--- src/rtl/pipe_ctrl_pkg.sv ---
// rtl/pipe_ctrl_pkg.sv - shared state encoding and forwarding selects for the pipeline controller
package pipe_ctrl_pkg;

  typedef enum logic [1:0] {
    ST_RUN     = 2'd0,
    ST_LDSTALL = 2'd1,
    ST_MDWAIT  = 2'd2,
    ST_FLUSH   = 2'd3
  } state_e;

  localparam logic [1:0] FWD_REG   = 2'b00;
  localparam logic [1:0] FWD_EXMEM = 2'b01;
  localparam logic [1:0] FWD_MEMWB = 2'b10;

  // The youngest producer wins, so EX is tested before MEM; $0 never forwards.
  function automatic logic [1:0] fwd_select(
    input logic [4:0] src,
    input logic       src_used,
    input logic [4:0] ex_rw,
    input logic       ex_wb,
    input logic [4:0] mem_rw,
    input logic       mem_wb
  );
    logic [1:0] sel;
    sel = FWD_REG;
    if (src_used && ex_wb && (ex_rw != 5'd0) && (ex_rw == src)) begin
      sel = FWD_EXMEM;
    end else if (src_used && mem_wb && (mem_rw != 5'd0) && (mem_rw == src)) begin
      sel = FWD_MEMWB;
    end
    return sel;
  endfunction

endpackage

--- src/rtl/fwd_unit.sv ---
// rtl/fwd_unit.sv - combinational EX operand forwarding selects
module fwd_unit
  import pipe_ctrl_pkg::*;
(
  input  logic [4:0] i_id_rs,
  input  logic [4:0] i_id_rt,
  input  logic       i_id_use_rs,
  input  logic       i_id_use_rt,
  input  logic [4:0] i_ex_Rw,
  input  logic       i_ex_wb,
  input  logic [4:0] i_mem_Rw,
  input  logic       i_mem_wb,
  output logic [1:0] o_fwdA,
  output logic [1:0] o_fwdB
);

  always_comb begin
    o_fwdA = fwd_select(i_id_rs, i_id_use_rs, i_ex_Rw, i_ex_wb, i_mem_Rw, i_mem_wb);
    o_fwdB = fwd_select(i_id_rt, i_id_use_rt, i_ex_Rw, i_ex_wb, i_mem_Rw, i_mem_wb);
  end

endmodule

--- src/rtl/hazard_flush_ctrl.sv ---
// rtl/hazard_flush_ctrl.sv - load-use / mul-div stall and exception flush sequencing around ID/EX
module hazard_flush_ctrl
  import pipe_ctrl_pkg::*;
#(
  parameter int FLUSH_CYCLES = 2,
  parameter int MD_TIMEOUT   = 64,
  parameter int CNT_W        = 32
) (
  input  logic             i_clk,
  input  logic             i_rst,
  input  logic [4:0]       i_id_rs,
  input  logic [4:0]       i_id_rt,
  input  logic             i_id_use_rs,
  input  logic             i_id_use_rt,
  input  logic [4:0]       i_ex_Rw,
  input  logic             i_ex_memrd,
  input  logic             i_ex_wb,
  input  logic [4:0]       i_mem_Rw,
  input  logic             i_mem_wb,
  input  logic             i_md_start,
  input  logic             i_md_busy,
  input  logic             i_exception,
  input  logic             i_mtc0,
  output logic             o_pc_stall,
  output logic             o_ifid_stall,
  output logic             o_ifid_flush,
  output logic             o_idex_flush,
  output logic             o_pc_exc,
  output logic [1:0]       o_fwdA,
  output logic [1:0]       o_fwdB,
  output logic             o_md_timeout,
  output logic [CNT_W-1:0] o_stall_cnt
);

  localparam int FC_W = (FLUSH_CYCLES > 1) ? $clog2(FLUSH_CYCLES) : 1;
  localparam int WC_W = $clog2(MD_TIMEOUT);
  localparam logic [FC_W-1:0] FLUSH_LOAD = FC_W'(FLUSH_CYCLES - 1);
  localparam logic [WC_W-1:0] WAIT_LAST  = WC_W'(MD_TIMEOUT - 1);

  state_e           state_q, state_d;
  logic [FC_W-1:0]  flush_cnt_q, flush_cnt_d;
  logic [WC_W-1:0]  wait_cnt_q, wait_cnt_d;
  logic             pc_exc_q, pc_exc_d;
  logic             md_timeout_q, md_timeout_d;
  logic [CNT_W-1:0] stall_cnt_q, stall_cnt_d;

  logic       stall, flush, pc_stall;
  logic       ld_hit, md_hit, flush_req;
  logic [1:0] fwd_a, fwd_b;

  fwd_unit u_fwd (
    .i_id_rs     (i_id_rs),
    .i_id_rt     (i_id_rt),
    .i_id_use_rs (i_id_use_rs),
    .i_id_use_rt (i_id_use_rt),
    .i_ex_Rw     (i_ex_Rw),
    .i_ex_wb     (i_ex_wb),
    .i_mem_Rw    (i_mem_Rw),
    .i_mem_wb    (i_mem_wb),
    .o_fwdA      (fwd_a),
    .o_fwdB      (fwd_b)
  );

  always_comb begin
    ld_hit    = i_ex_memrd && (i_ex_Rw != 5'd0) &&
                ((i_id_use_rs && (i_ex_Rw == i_id_rs)) || (i_id_use_rt && (i_ex_Rw == i_id_rt)));
    md_hit    = i_md_start && i_md_busy;
    flush_req = i_exception || i_mtc0;

    state_d      = state_q;
    flush_cnt_d  = flush_cnt_q;
    wait_cnt_d   = wait_cnt_q;
    pc_exc_d     = 1'b0;
    md_timeout_d = md_timeout_q;
    stall        = 1'b0;
    flush        = 1'b0;

    case (state_q)
      ST_RUN: begin
        if (flush_req) begin
          state_d     = ST_FLUSH;
          flush_cnt_d = FLUSH_LOAD;
          pc_exc_d    = i_exception;
        end else if (md_hit) begin
          state_d    = ST_MDWAIT;
          wait_cnt_d = '0;
          stall      = 1'b1;
        end else if (ld_hit) begin
          state_d = ST_LDSTALL;
          stall   = 1'b1;
        end
      end
      ST_LDSTALL: begin
        stall = 1'b1;
        if (flush_req) begin
          state_d     = ST_FLUSH;
          flush_cnt_d = FLUSH_LOAD;
          pc_exc_d    = i_exception;
        end else begin
          state_d = ST_RUN;
        end
      end
      ST_MDWAIT: begin
        // Release in the same cycle busy drops so no extra bubble is inserted.
        stall = i_md_busy;
        if (flush_req) begin
          state_d     = ST_FLUSH;
          flush_cnt_d = FLUSH_LOAD;
          pc_exc_d    = i_exception;
        end else if (!i_md_busy) begin
          state_d = ST_RUN;
        end else if (wait_cnt_q == WAIT_LAST) begin
          state_d      = ST_RUN;
          md_timeout_d = 1'b1;
        end else begin
          wait_cnt_d = wait_cnt_q + WC_W'(1);
        end
      end
      ST_FLUSH: begin
        flush = 1'b1;
        if (i_exception) begin
          flush_cnt_d = FLUSH_LOAD;
          pc_exc_d    = 1'b1;
        end else if (flush_cnt_q == '0) begin
          state_d = ST_RUN;
        end else begin
          flush_cnt_d = flush_cnt_q - FC_W'(1);
        end
      end
      default: state_d = ST_RUN;
    endcase

    // Reset must silence the combinational detect path too, not just the flops.
    pc_stall     = stall && !i_rst;
    stall_cnt_d  = stall_cnt_q + CNT_W'(pc_stall);
    o_pc_stall   = pc_stall;
    o_ifid_stall = pc_stall;
    o_idex_flush = (stall || flush) && !i_rst;
    o_ifid_flush = flush && !i_rst;
    o_fwdA       = i_rst ? FWD_REG : fwd_a;
    o_fwdB       = i_rst ? FWD_REG : fwd_b;
  end

  always_ff @(posedge i_clk or posedge i_rst) begin
    if (i_rst) begin
      state_q      <= ST_RUN;
      flush_cnt_q  <= '0;
      wait_cnt_q   <= '0;
      pc_exc_q     <= 1'b0;
      md_timeout_q <= 1'b0;
      stall_cnt_q  <= '0;
    end else begin
      state_q      <= state_d;
      flush_cnt_q  <= flush_cnt_d;
      wait_cnt_q   <= wait_cnt_d;
      pc_exc_q     <= pc_exc_d;
      md_timeout_q <= md_timeout_d;
      stall_cnt_q  <= stall_cnt_d;
    end
  end

  assign o_pc_exc     = pc_exc_q;
  assign o_md_timeout = md_timeout_q;
  assign o_stall_cnt  = stall_cnt_q;

endmodule
--- config.mk ---
export PLATFORM = sky130hd
export DESIGN_NAME = hazard_flush_ctrl
export DESIGN_NICKNAME = d
export VERILOG_FILES = /design/src/rtl/pipe_ctrl_pkg.sv /design/src/rtl/fwd_unit.sv /design/src/rtl/hazard_flush_ctrl.sv
export SDC_FILE = /design/constraint.sdc
export NUM_CORES = 1
export LEC_CHECK = 0
export ABC_AREA = 1
export CAP_MARGIN = 20
export CELL_PAD_IN_SITES_DETAIL_PLACEMENT = 2
export CELL_PAD_IN_SITES_GLOBAL_PLACEMENT = 2
export CORE_ASPECT_RATIO = 0.5
export CORE_MARGIN = 8
export CORE_UTILIZATION = 27
export DETAILED_ROUTE_END_ITERATION = 12
export PLACE_DENSITY_LB_ADDON = 0.05
export REMOVE_ABC_BUFFERS = 1
export SYNTH_ARGS = -nofsm -noshare
export SYNTH_HDL_FRONTEND = slang
export SYNTH_SLANG_ARGS = --single-unit
--- constraint.sdc ---
create_clock -name i_clk -period 3.2 [get_ports i_clk]
set_input_delay 0.64 -clock i_clk [delete_from_list [all_inputs] [get_ports i_clk]]
set_output_delay 0.64 -clock i_clk [all_outputs]
set_load 0.005 [all_outputs]
After elaboration in Yosys (flattened, before gate mapping)
Cells that the tools add are included.

word-level totals
  output and inout port bits = 42
  input bits = 31
  logic and storage cells = 94
  bits in registers = 43

operators by class
  bitwise gates (word level) = 1
  equality and inequality tests = 18
  mux-type cells = 34
  $add $sub $neg = 3
  reductions and logical operators = 32

operator list
  kind                                           count
  adder 32 x 1 -> 32 bit                         1
  2-to-1 mux 2 bit                               15
  2-to-1 mux 6 bit                               5
  == test 5 bit                                  4
  logical AND 1 bit                              20
  != test 2 bit, second input constant           7
  one-hot mux 6 bit (2 select lines)             1
  nonzero test 5 bit                             2
  2-to-1 mux 1 bit                               9
  != test 4 bit, second input constant           2
  one-hot mux 2 bit (4 select lines)             1
  AND reduction 4 bit                            2
  adder 6 x 1 -> 6 bit, second input constant    1
  == test 6 bit, second input constant           1
  AND reduction 6 bit                            1
  == test 2 bit, second input constant           2
  one-hot mux 1 bit (2 select lines)             2
  logical OR 1 bit                               3
  one-hot mux 1 bit (3 select lines)             1
  OR reduction 3 bit                             1
  == test 2 x 1 -> 1 bit, second input constant  1
  logical NOT 2 bit                              1
  != test 2 x 1 -> 1 bit, second input constant  1
  nonzero test 2 bit                             1
  3 further kinds                                3

Depth between registers and ports, before layout
Gate-level depths: netlist of the first run.

  depth in word-level cells = 10
  gate-level depth with buffers = 23
  mapped depth without buffers = 23

By module
From an unflattened synthesis of the first run, not the netlist that was laid out.

second synthesis, totals
  cells, all modules = 441
  area, all modules = 3014.1 µm²

by module, submodules not included
  module             area each (µm²)  instances  sequential area each (µm²)  cells each
  hazard_flush_ctrl  2565.0           1          1076.0                      331
  fwd_unit           449.2            1          0.0                         110

Least setup slack after synthesis of the first run
OpenSTA, ideal clock, no wires.

  path kind = in2out
  start point = in i_rst
  end point = out o_fwdA[1]
  data required time = 2.560 ns
  stages = 4
  path buffers = 0
  data arrival time = 2.049 ns
  setup slack = 0.511 ns
  cells stage by stage = inv_1 > o2111ai_1 > nor2_1 > o211a_1

on the way
  word-level cells in the longest chain between the ends = 1

ends and longest elaborated chain
  item              line                      text
  start, declared   hazard_flush_ctrl.sv:10   input logic i_rst,
  2-to-1 mux 2 bit  hazard_flush_ctrl.sv:140  o_fwdA = i_rst ? FWD_REG : fwd_a;
  end, declared     hazard_flush_ctrl.sv:29   output logic [1:0] o_fwdA,

No other way between the ends.

Final worst setup path of the first run
  start point = in i_mem_Rw[2]
  end point = out o_fwdB[1]

on the way
  word-level cells in the longest chain between the ends = 6
  elaborated cells on any way between the ends = 7
  those cells by class = 1 x eq/ne; 3 x mux; 3 x reduce/logical

ends and longest elaborated chain
  item                   line                      text
  start, declared        hazard_flush_ctrl.sv:18   input logic [4:0] i_mem_Rw,
  nonzero test 5 bit     pipe_ctrl_pkg.sv:28       end else if (src_used && mem_wb && (mem_rw != 5'd0) && (mem_rw == src)) begin
  logical AND 1 bit      pipe_ctrl_pkg.sv:28
  logical AND 1 bit (*)  pipe_ctrl_pkg.sv:28
  2-to-1 mux 2 bit (*)   pipe_ctrl_pkg.sv:28
  2-to-1 mux 2 bit (*)   pipe_ctrl_pkg.sv:26       if (src_used && ex_wb && (ex_rw != 5'd0) && (ex_rw == src)) begin
  2-to-1 mux 2 bit (*)   hazard_flush_ctrl.sv:141  o_fwdB = i_rst ? FWD_REG : fwd_b;
  end, declared          hazard_flush_ctrl.sv:30   output logic [1:0] o_fwdB,

Every way passes the cells marked *; elsewhere a longest branch is shown, timed or not.

==> key figures, run 1 <==
Floorplanning
  – Overall die area: approximately 14,000 sq um
  – Initial core utilization: 0.281
  – Core Rows: 25
  – Ports: between 70 and 80
  – Core area: 9540 sq um
  – Chip width: about 160 um
  – Die Y: approximately 86 um

Setup path
  – Internal reg-to-reg setup slack: 0.48 ns
  – Worst EP arrival: ~2.4 ns
  – Startpoint types: input pin
  – Kind of critical path: input pin to output pin
  – R2R depth: 19
  – Worst EP required: roughly 2.6 ns
  – Endpoint of the worst register-to-register path: o_stall_cnt[28]
  – CP endpoint kind: output pin
  – End point of the critical path: o_fwdB[1]
  – Critical register-to-register path startpoint: state_q[0]
  – Critical Path Source: i_mem_Rw[2]
  – Critical Path Fanout Max: 3

Routing
  – Number of vias per cell: around 4.6
  – Post-DR wirelength/cell: between 15 and 20 um
  – Drt drc: 0
  – Post-DRT Antenna Nets: 0
  – Total Wirelength: roughly 9500 um
  – DR pass1 iterations: 4
  – Detailed Route Iter0 Violations: approximately 120
  – Vias: around 2,700

Clocking
  – Clk Latency, worst-skew pair: 0.28 ns
  – CTS tree: built
  – H-tree depth: 2
  – Clock root buffer: clkbuf_16
  – CTS clk-pin slew, worst paths: roughly 0.060 ns
  – CTS Buffer Depth: 2
  – CTS Sinks: 43
  – Num CTS Buffers: 5

Pwr
  – Sw frac: 0.341
  – Psw: 0.000610 W
  – Internal: 0.00118 W
  – Peak VDD IR: approximately 0.17 mV
  – Part of the power in registers: 0.392
  – Combinational power share: 0.325
  – Pwr Total: about 0.0018 W
  – Pwr dens: about 450 nW/um^2
  – Lkg Pwr: 2.01 nW
  – Clock power frac: 0.283

Finish
  – Sequential Area: ~1100 sq um
  – Leading cell types in the layout, fill and taps excluded: nand2_1, clkdlybuf4s50_1, dfrtp_1
  – Area grow syn2layout: 48.3%
  – Multi-input logic area: roughly 1500 sq um
  – Final #Nets: around 490
  – Fillers: 1,089
  – Layout Utilization: 0.417
  – Most common cell after layout, fill and taps aside: nand2_1
  – Cell area after layout: 3980 sq um
  – Share of layout cells above drive strength 1: 0.152
  – ANT cells: 0

Timing
  – Final Hold Fails: 0
  – Slew Viols, Final: 0
  – Setup TNS: 0 ns
  – RSZ-0062 raised after global routing: no
  – Worst clock skew: approximately 0.0037 ns
  – Setup violations, final: 0
  – Relative slew slack: 0.599
  – Fmax achieved: 0.328 GHz
  – Final setup margin: between 0.15 and 0.2 ns
  – Tmin final: ~3.0 ns
  – Tcrit/Tclk final: 0.953
  – Worst Tran Pin Value: 0.602 ns

Global routing
  – Vias in the first global route: 3,147
  – Total track usage: 0.146
  – Global-route wire length before repair: roughly 16,000 um
  – Grt total ovfl: 0
  – Pin count of the biggest net entering global routing: 44
  – Initial antenna violation count: 0

Synthesis
  – Top area cells in the synthesized netlist: dfrtp_1, nand2_1, xor2_1
  – Post-Synthesis Cell Area: around 2700 sq um
  – Synth warnings: 0
  – Area leader, netlist: dfrtp_1
  – Flops & latches, synth: 43
  – Area share of the largest cell type after synthesis: 0.401
  – Yosys cell types: 34
  – Syn avg cell area: about 7.8 sq um
  – Mapped Cells: between 300 and 400
  – Share of the yosys chip area belonging to registers: 0.401

Placement
  – GP Congestion: roughly 0.86
  – Placed Instance Area: approximately 3800 sq um
  – Port Buffers: between 70 and 80
  – Hpwl dp: around 8000 um
  – Place WS: -0.385 ns

Job
  – Max-cap viol count: 0

Outcome
  – Outcome: completed

Hold path
  – Hold WC Path Type: flop to flop
==> timing repair <==
item	in CTS	in global routing
pin swaps	2	6
endpoints found under the setup margin	9	5
gates resized for setup	17	18
hold buffers	0	0
cloned	0	0
setup buffers	0	2
==> synthesized netlist by cell type <==
| master | count |
|---|---|
| nand3_4 | 1 |
| inv_1 | 43 |
| o2111ai_1 | 1 |
| or3_1 | 1 |
| nor2_2 | 2 |
| ha_1 | 9 |
| nand3_2 | 1 |
| buf_4 | 1 |
| o22ai_1 | 1 |
| o21ai_1 | 1 |
| o31ai_1 | 1 |
| xor2_1 | 30 |
| o31a_1 | 1 |
| nand2_4 | 1 |
| o21bai_1 | 1 |
| xnor2_1 | 9 |
| nand2_1 | 88 |
| clkbuf_1 | 2 |
| nand2_2 | 3 |
| nor4_1 | 3 |
| nand3_1 | 19 |
| dfrtp_1 | 43 |
| o21ai_0 | 5 |
| nor3_1 | 21 |
| nor2_1 | 35 |
| nand4_1 | 4 |
| and2_1 | 1 |
| or2_2 | 1 |
| nor2_8 | 1 |
| inv_2 | 2 |
| nor2_4 | 3 |
| nor3_4 | 1 |
| o211a_1 | 1 |
| a21oi_1 | 5 |
==> layer usage <==
metal	global-route usage	up-vias	share of wire
met5	0	-	0
met4	0.0303	0	0.0084
met3	0.0333	6	0.040
met2	0.279	50	0.53
met1	0.163	1338	0.43
li1	-	1297	-
==> per-stage QoR <==
step / instances / hold WS, ns
2_1_floorplan: 339 / 0.448
3_3_place_gp: 579 / 0.464
3_5_place_dp: 579 / 0.470
4_1_cts: 587 / 0.487
5_1_grt: 589 / 0.509
6_report: 589 / 0.483
==> power groups by stage <==
stage	clock network, W	logic, W	registers (W)
global route	0.000548	0.000665	0.000715
global placement	0	0.000567	0.000709
floorplan	0	0.000297	0.000695
detailed placement	0	0.000599	0.000715
finish	0.000507	0.000581	0.000702
CTS	0.000527	0.000598	0.000706
==> registers in the layout, summed over array words and instances, names as in the netlist <==
| name | flops |
|---|---|
| o_stall_cnt | 32 |
| o_md_timeout | 1 |
| o_pc_exc | 1 |
| flush_cnt_q | 1 |
| state_q | 2 |
| wait_cnt_q | 6 |
==> worst max-delay path, cell delays in order <==
cell,delay (ns)
clkdlybuf4s50_1,0.51
inv_1,0.10
nand2_1,0.08
nor4_1,0.05
nor3_1,0.23
nand4_1,0.15
nor2_1,0.12
clkdlybuf4s50_1,0.53
==> cell type report <==
cell class	instances	share of cell area
Timing Repair Buffer	107	0.245
Tap cell	135	0.0425
Multi-Input combinational cell	251	0.364
Clock buffer	6	0.0324
Inverter	45	0.0425
Clock inverter	2	0.00314
Sequential cell	43	0.270
==> logic make-up after synthesis <==
family                     Yosys count  synth area share
adders and majority gates            9            0.0420
xor gates and xnor gates            39             0.127
AOI/OAI and AO/OA                   17            0.0387
and+or+nand+nor                    186             0.322
buffers and inverters               48            0.0686
DFF                                 43             0.401
==> worst min path at each step <==
stage	slack (ns)	startpoint	end	depth (start not counted)
after floorplan	0.45	flush_cnt_q	flush_cnt_q	2
after global placement	0.46	flush_cnt_q	flush_cnt_q	2
after detailed placement	0.47	o_md_timeout	o_md_timeout	1
after CTS	0.49	o_stall_cnt[31]	o_stall_cnt[31]	1
after global routing	0.51	o_md_timeout	o_md_timeout	1
final	0.48	o_stall_cnt[31]	o_stall_cnt[31]	1
No activity file was read; power rests on OpenSTA's default activity.
==> inputs of run 2 (changes only) <==
Settings changed: CTS_CLUSTER_DIAMETER set to 150, SKIP_LAST_GASP set to 1.
==> results of run 2 <==
Same layout as run 1: the final DEF is identical, and so are final timing and power.
==> inputs of run 3 (changes only) <==
Clock period 3.2 ns to 2.9 ns, I/O delays scaled along.
==> run 3 against run 2 <==
Compared with the run above:
- utilization increased by 1.4 points
- final cell count increased by 2.0%
- combinational power increased by 18%
- sequential power increased by 12%
- count of clock-buffer cells in the layout unchanged
- largest power group unchanged
==> key figures, run 3 (same netlist as run 1, synthesis figures left out) <==
Outcome
  – Outcome: completed

Placement
  – Placed Instance Area: 3840 sq um (+0.99%)
  – Hpwl dp: 7770 um (-0.35%)
  – Port Buffers: 72 (unchanged)
  – Placed Cells: 584 (+0.86%)
  – Place WS: -0.637 ns (-0.252 ns)
  – GP Congestion: 0.868 (+0.71%)

Finish
  – Most common cell after layout, fill and taps aside: nand2_1
  – Area grow syn2layout: 53.3%
  – Final #Nets: 505 (+2.4%)
  – Largest register FFs: 32 (unchanged)
  – Leading cell types in the layout, fill and taps excluded: nand2_1, clkdlybuf4s50_1, buf_4
  – Share of layout cells above drive strength 1: 0.195 (+0.0433)
  – Cell area after layout: 4110 sq um (+3.3%)
  – ANT cells: 0 (unchanged)
  – Non-Filler Instances: 601 (+2.0%)

Timing
  – Fmax achieved: approximately 0.36 GHz
  – Setup violations, final: 0 (unchanged)
  – Tmin final: between 2 and 3 ns
  – Relative slew slack: 0.610 (+0.0114)
  – Worst clock skew: 0.00326 ns (-0.000392 ns)
  – WHS: 0.473 ns (-0.0101 ns)
  – Slew Viols, Final: 0 (unchanged)
  – Final Hold Fails: 0 (unchanged)
  – Final setup margin: 0.0914 ns (-0.0591 ns)
  – RSZ-0062 raised after global routing: yes
  – Tcrit/Tclk final: 0.968
  – Worst Tran Pin Value: 0.585 ns (-0.0171 ns)

Setup path
  – Endpoint of the worst register-to-register path: o_stall_cnt[28]
  – Critical register-to-register path startpoint: state_q[0]
  – CP endpoint kind: output pin
  – Critical Path Fanout Max: 3 (unchanged)
  – Startpoint types: input pin
  – R2R depth: 17 (-2)
  – Internal reg-to-reg setup slack: 0.27 ns (-0.21 ns)
  – Worst EP arrival: 2.23 ns (-0.18 ns)
  – Kind of critical path: input pin to output pin
  – Worst EP required: 2.32 ns (-0.24 ns)
  – End point of the critical path: o_fwdA[1]
  – Critical Path Source: i_mem_Rw[1]

Pwr
  – Pwr dens: 536 nW/um^2 (+19%)
  – Pwr Total: 0.00220 W (+23%)
  – Psw: 0.000709 W (+16%)
  – Sw frac: 0.322 (-0.0195)
  – Combinational power share: 0.311 (-0.014)
  – Clock power frac: 0.331 (+0.048)
  – Peak VDD IR: 0.199 mV (+18%)
  – Lkg Pwr: 2.08 nW (+3.8%)
  – Part of the power in registers: 0.358 (-0.034)
  – Internal: 0.00150 W (+27%)

Floorplanning
  – Ports: 73 (unchanged)
  – Chip width: 157 um (unchanged)
  – Core Rows: 25 (unchanged)
  – Overall die area: 13,600 sq um (unchanged)
  – Core area: 9540 sq um (unchanged)
  – Initial core utilization: 0.281 (unchanged)
  – Die Y: 86.5 um (unchanged)

Clocking
  – Cts hold-fix bufs: 0 (unchanged)
  – Clock root buffer: clkbuf_16
  – CTS Buffer Depth: 2 (unchanged)
  – Num CTS Buffers: 5 (unchanged)
  – Clk Latency, worst-skew pair: 0.29 ns (about the same)
  – CTS clk-pin slew, worst paths: 0.06 ns (about the same)
  – CTS tree: built
  – H-tree depth: 2 (unchanged)
  – CTS Sinks: 43 (unchanged)

Routing
  – Number of vias per cell: 4.55 (-0.50%)
  – Post-DRT Antenna Nets: 0 (unchanged)
  – Vias: 2,732 (+1.5%)
  – Post-DR wirelength/cell: 16.2 um (+0.19%)
  – Detailed Route Iter0 Violations: 49 (-58%)
  – Drt drc: 0 (unchanged)
  – Total Wirelength: 9740 um (+2.2%)
  – DR pass1 iterations: 4 (unchanged)

Global routing
  – Pin count of the biggest net entering global routing: 44 (unchanged)
  – Global-route wire length before repair: 16,200 um (+2.1%)
  – Total track usage: 0.150 (+0.00454)
  – Initial antenna violation count: 0 (unchanged)
  – Grt total ovfl: 0 (unchanged)
  – Vias in the first global route: 3,208 (+1.9%)

Hold path
  – Hold path cells: 1 (unchanged)
  – Hold WC Path Type: flop to flop

Job
  – Max-cap viol count: 0 (unchanged)
-- run 3: cell types whose count changed in the layout (fill, tap and decap cells not counted), sizes merged --
| cell | change |
|---|---|
| bufinv | +2 |
| clkinv | -1 |
| dlygate4sd2 | +2 |
| clkdlybuf4s50 | -3 |
| dlymetal6s2s | -4 |
| buf | +12 |
| clkbuf | +5 |
| clkinvlp | -1 |
-- run 3: how the worst min path moves through the flow --
stage | startpoint | to | slack (ns)
floorplan | flush_cnt_q | flush_cnt_q | 0.45
global placement | o_md_timeout | o_md_timeout | 0.46
detailed placement | o_stall_cnt[31] | o_stall_cnt[31] | 0.46
CTS | o_stall_cnt[31] | o_stall_cnt[31] | 0.48
global route | o_md_timeout | o_md_timeout | 0.50
finish | o_stall_cnt[31] | o_stall_cnt[31] | 0.47
-- run 3: through the flow --
| stage | TNS (ns) | utilization |
|---|---|---|
| floorplan | 0 | - |
| global placement | -8.27 | 0.403 |
| detailed placement | -13.13 | 0.403 |
| CTS | 0 | 0.428 |
| global route | -0.0295 | 0.431 |
| finish | 0 | 0.431 |
-- run 3: layer usage --
metal  wire length, um  global-route usage  up-vias  part of all wire
li1                  -                   -     1314                 -
met1              3970               0.157     1363              0.41
met2              5230               0.298       48              0.54
met3               459              0.0397        7             0.047
met4                79              0.0312        0            0.0081
met5                 0                   0        -                 0
-- run 3: power by group through the flow --
stage                     registers [W]  logic (W)  clock network [W]
final                          0.000789   0.000685           0.000730
after global routing           0.000803   0.000771           0.000776
after CTS                      0.000791   0.000682           0.000752
after detailed placement       0.000789   0.000678                  0
after global placement         0.000783   0.000633                  0
after floorplan                0.000767   0.000328                  0
-- run 3: repair_timing --
item                                    4_1_cts  5_1_grt
pin swaps                                     9       11
setup buffers                                 5        4
gates resized for setup                      32       24
endpoints found under the setup margin       28       20
-- run 3: layout make-up --
type / count / area [sq um]
inverters: 45 / 169
clock buffers: 6 / 129
multi-input cells: 251 / 1480
repair buffers: 119 / 1030
fillers: 1079 / 5430
clock inverters: 2 / 60.1
flip-flops and latches: 43 / 1080
well taps: 135 / 169
-- run 3: critical path: stages --
cell and delay (ns):
clkdlybuf4s50_1 0.56, xnor2_1 0.14, o2111ai_1 0.12, nor2_1 0.15, o211a_1 0.17, clkdlybuf4s50_1 0.51
